==> src/rtl/instr_mem_fetch.sv <==
// Run-time loadable instruction store with a one-cycle registered fetch path, valid/ready handshake and flush.
// Optional macro IMEM_FAULT_EN adds rsp_fault for out-of-range or misaligned fetches.
module instr_mem_fetch #(
    parameter int                 DATA_W   = 22,
    parameter int                 ADDR_W   = 22,
    parameter int                 DEPTH    = 128,
    parameter logic [DATA_W-1:0]  NOP_WORD = '0
) (
    input  logic              clk,
    input  logic              rst,
    input  logic              load_we,
    input  logic [ADDR_W-1:0] load_addr,
    input  logic [DATA_W-1:0] load_data,
    input  logic              load_done,
    input  logic              req_valid,
    input  logic [ADDR_W-1:0] req_addr,
    output logic              req_ready,
    output logic              rsp_valid,
    output logic [DATA_W-1:0] rsp_data,
    output logic [ADDR_W-1:0] rsp_addr,
    input  logic              rsp_ready,
    input  logic              flush,
    output logic              running
`ifdef IMEM_FAULT_EN
    ,
    output logic              rsp_fault
`endif
);

    localparam int IDX_W  = ADDR_W - 2;
    localparam int MEM_AW = (DEPTH > 1) ? $clog2(DEPTH) : 1;
    localparam logic [IDX_W:0] DEPTH_L = (IDX_W + 1)'(DEPTH);

    typedef enum logic {S_LOAD, S_RUN} state_t;

    state_t            state;
    logic [DATA_W-1:0] mem [DEPTH];

    logic [IDX_W-1:0]  req_idx;
    logic [IDX_W-1:0]  load_idx;
    logic              req_in_range;
    logic              load_in_range;
    logic              accept;
    logic              fetch_bad;
    logic [DATA_W-1:0] fetch_word;
    logic              unused_bits;

    assign req_idx       = req_addr[ADDR_W-1:2];
    assign load_idx      = load_addr[ADDR_W-1:2];
    assign req_in_range  = {1'b0, req_idx} < DEPTH_L;
    assign load_in_range = {1'b0, load_idx} < DEPTH_L;

    // Flush frees the output slot regardless of the consumer, so a new fetch can issue alongside it.
    assign req_ready = running & (flush | ~rsp_valid | rsp_ready);
    assign accept    = req_valid & req_ready;

`ifdef IMEM_FAULT_EN
    assign fetch_bad   = ~req_in_range | (req_addr[1:0] != 2'b00);
    assign unused_bits = ^load_addr[1:0];
`else
    assign fetch_bad   = ~req_in_range;
    assign unused_bits = ^{load_addr[1:0], req_addr[1:0]};
`endif

    always_comb begin
        fetch_word = NOP_WORD;
        if (!fetch_bad)
            fetch_word = mem[req_idx[MEM_AW-1:0]];
    end

    // Nonblocking write: a same-edge fetch of this index still sees the old word.
    always_ff @(posedge clk) begin
        if (load_we && load_in_range)
            mem[load_idx[MEM_AW-1:0]] <= load_data;
    end

    always_ff @(posedge clk or negedge rst) begin
        if (!rst) begin
            state     <= S_LOAD;
            running   <= 1'b0;
            rsp_valid <= 1'b0;
            rsp_data  <= NOP_WORD;
            rsp_addr  <= '0;
`ifdef IMEM_FAULT_EN
            rsp_fault <= 1'b0;
`endif
        end else begin
            case (state)
                S_LOAD: begin
                    if (load_done) begin
                        state   <= S_RUN;
                        running <= 1'b1;
                    end
                end
                default: begin
                    state   <= S_RUN;
                    running <= 1'b1;
                end
            endcase

            if (accept) begin
                rsp_valid <= 1'b1;
                rsp_addr  <= req_addr;
                rsp_data  <= fetch_word;
`ifdef IMEM_FAULT_EN
                rsp_fault <= fetch_bad;
`endif
            end else if (flush || rsp_ready) begin
                rsp_valid <= 1'b0;
            end
        end
    end

endmodule

==> config.mk <==
export PLATFORM = sky130hd
export DESIGN_NAME = instr_mem_fetch
export DESIGN_NICKNAME = d
export VERILOG_FILES = /design/src/rtl/instr_mem_fetch.sv
export SDC_FILE = /design/constraint.sdc
export NUM_CORES = 2
export LEC_CHECK = 0
export ABC_CLOCK_PERIOD_IN_PS = 3100
export CORE_MARGIN = 3
export CORE_UTILIZATION = 60
export CTS_CLUSTER_DIAMETER = 120
export DETAILED_ROUTE_END_ITERATION = 10
export HOLD_SLACK_MARGIN = 0.02
export PLACE_DENSITY = 0.79
export SKIP_LAST_GASP = 1
export SLEW_MARGIN = 20
export SYNTH_ARGS = -nofsm -noshare
export SYNTH_HDL_FRONTEND = slang
export SYNTH_SLANG_ARGS = --single-unit
export TNS_END_PERCENT = 1
==> constraint.sdc <==
create_clock -name clk -period 3.1 [get_ports clk]
set_clock_uncertainty 0.2 [all_clocks]
set_input_delay 0.465 -clock clk [delete_from_list [all_inputs] [get_ports clk]]
set_output_delay 0.465 -clock clk [all_outputs]
set_load 0.02 [all_outputs]
==> qor.txt <==
DRT iter0 DRCs - 8,927
I/O Buffers - 117
Worst hold path class - input port to register
Sequential element share of the synthesized area - 0.7780
Drt via density - 6.843
Fill cells - 9,861
Fin crit share - 0.9911
CTS clk-pin slew, worst paths - 0.06 ns
Final nets - 6,101
First-pass GRT wire length - 427.1 mm
GP Congestion - 0.9206
Post-synthesis cell count - 5,310
Post-route cell area - 129,800 um2
Worst Hold Launch - rsp_ready
Post-CTS setup buffers - 0
Crit path buf inv count - 6
Vias in the first global route - 59.64k
Crit-path leading delay family - buffers and inverters
Largest net degree at the start of global routing - 129
Wire per inst - 34.16 um
Worst setup SP type - input port
Floorplan row count - 156
Maxcap violations - 0
Netlist Area Pre-Place - 110,200 um2
Slew headroom - 0.2816
Pre-CTS setup slack - -0.6397 ns
Routed via count - 59.42k
Final WS setup - 0.02756 ns
Slowest-stage cell, CP - dlygate4sd3_1
Total iterations of the first detailed-routing run - 7
CP max stage delay - 0.53 ns
Critical path class - input port to register
Commonest non-fill, non-tap cell in the layout - edfxtp_1
Mean Syn Cell Area - 20.75 um2
Syn. warnings - 0
Total grt overflow - 0
Post-synth EDFFs - 2,816
Clk buf depth - 4
CP Depth - 11
Final WL - 296.7 mm
Ys async rst share - 0.01642
Post-Place Cell Area - 120,400 um2
Register bit total from synthesis - 2,863
Leakage power - 42.69 nW
Critical path peak fanout - 15
Worst skew pair latency - 0.93 ns
Post-route minimum period - 3.072 ns
Max Slew Vio Count - 0
GRT Total Usage - 0.3182
Required @ worst endpoint - 3.72 ns
Routed Antenna Nets - 0
Most frequent cells in the layout - edfxtp_1 (2,816), mux2i_1 (586), mux4_2 (476)
CTS buffer count - 293
Worst hold margin - 0.1062 ns
Ports - 120
Actual slew at the worst max-slew pin - 1.066 ns
Area growth syn-to-layout - 17.76%
Unique masters post-synth - 49
Fmax - 325.5 MHz
Root Buffer - clkbuf_16
Hold depth - 3
Initial antenna violation count - 10
WP data arrival - 3.69 ns
Maximum VDD drop - 567.6 uV
Chip Width - 434.6 um
Pwr/cell area - 618.9 nW/um2
RSZ-0062 raised after global routing - true
Mapped Nets - 5,383
Worst R2R Start - rsp_valid
H-tree depth - 5
Remaining routing DRC violations - 0
Starting Density - 0.6064
DIE HEIGHT - 434.6 um
DP Wirelength - 171.8 mm
CP dominant cell by count - buf_4
CORE AREA - 181,700 um2
Synth Flop Type - edfxtp_1
Worst-path cell chain - dlygate4sd3_1, clkdlybuf4s50_1, nor4_2, buf_4, nand4_1, buf_6, nor3_2, buf_4, buf_4, o21ai_0, nand3_1
CTS tree - yes
Hold Vio Cnt, Final - 0
Crit end category - register
Worst Reg-to-Reg Cells - 8
Die area - 188,800 um2
Final setup viols - 0
Fraction of layout cells with a size suffix above 1 - 0.2604
Status - finished, final reports clean
Critical Path Start - req_addr[20]
Clock sink total - 2,863
[worst min-delay path, stage by stage]
cell and delay (ns):
clkdlybuf4s50_1 0.45, or3b_2 0.15, nand2_1 0.08
[kinds of logic after synthesis]
family,share of synthesized area
buf+inv,0.01392
compound gates,0.03854
flops,0.7780
simple gates,0.01902
mux,0.1505
[cell usage after synthesis, types with 2 or more instances]
cell type	n	area, um2
a211o_1	7	61.31
a211oi_1	43	322.8
a21boi_0	3	22.52
a21oi_1	83	415.4
a221oi_1	23	201.4
a22oi_1	203	1524
a2bb2oi_1	3	26.28
a311oi_1	18	157.7
a31oi_1	18	112.6
and2_0	2	12.51
and2_1	5	31.28
and3_1	2	12.51
buf_1	18	67.56
buf_2	110	550.5
buf_4	46	345.3
buf_6	8	90.09
clkbuf_1	126	473.0
dfrtp_1	47	1176
edfxtp_1	2816	84560
inv_1	2	7.510
mux2i_1	586	5866
mux4_2	476	10720
nand2_1	113	424.2
nand2b_1	4	25.02
nand3_1	94	470.5
nand4_1	7	43.79
nor2_1	182	683.2
nor2_2	2	12.51
nor2b_1	21	131.4
nor3_1	4	20.02
nor4_1	2	12.51
nor4_2	2	25.02
o211ai_1	57	427.9
o21ai_0	68	340.3
o221ai_1	44	385.4
o22ai_1	28	175.2
o31ai_1	3	22.52
or2_2	21	131.4
or3_1	3	18.77
[metal layers]
metal | GRT usage | wire length, um | up-vias
met5 | 0 | 26 | -
met4 | 0.1801 | 19160 | 2
met3 | 0.05952 | 33260 | 847
met2 | 0.5041 | 144100 | 4468
met1 | 0.4225 | 100100 | 30540
li1 | - | - | 23570
[sequential cells by signal, indices dropped and copies added (netlist names)]
register and flops:
running 1, state 1, mem 2816, rsp_valid 1
rsp_data 22, rsp_addr 22
[worst paths after layout]
path	to	slack, ns
setup / recovery	rsp_data[18]	0.03
setup reg to reg	rsp_data[14]	0.23
max in group asynchronous	rsp_data[16]	1.82
hold reg to reg	rsp_addr[18]	0.29
min in group asynchronous	rsp_addr[17]	0.65
hold / removal	rsp_valid	0.11
[metrics by stage]
stage | power (mW) | TNS, ns | util | instances
3_5_place_dp | 47.39 | -52.25 | 0.6625 | 8139
6_report | 80.32 | 0 | 0.7141 | 8684
2_1_floorplan | 45.31 | 0 | - | 5310
4_1_cts | 80.51 | 0 | 0.7140 | 8675
5_1_grt | 82.04 | -0.1763 | 0.7140 | 8677
3_3_place_gp | 47.26 | -8.840 | 0.6624 | 8139
[layout make-up]
class,count,area [um2],area share
inverters,2,8.758,0.00006749
clock buffers,364,7765,0.05984
well taps,2449,3064,0.02361
multi-input cells,2137,23310,0.1797
flip-flops and latches,2863,85740,0.6607
clock inverters,129,1154,0.008890
repair buffers,731,8706,0.06709
diodes,9,22.52,0.0001735
[what timing repair did]
action | 4_1_cts | 5_1_grt
endpoints found under the setup margin | 1 | 11
gates resized for setup | 1 | 3
hold endpoints to repair | 1051 | 0
cloned | 0 | 0
pin swaps | 0 | 0
hold buffers | 43 | 0
[where the power goes]
part           leakage [nW]  internal, mW  switching [mW]
logic                  12.4          1.62            2.59
clock network          4.34          19.4            14.2
registers              25.9          42.5          0.0284
No activity file was read; power rests on OpenSTA's default activity.
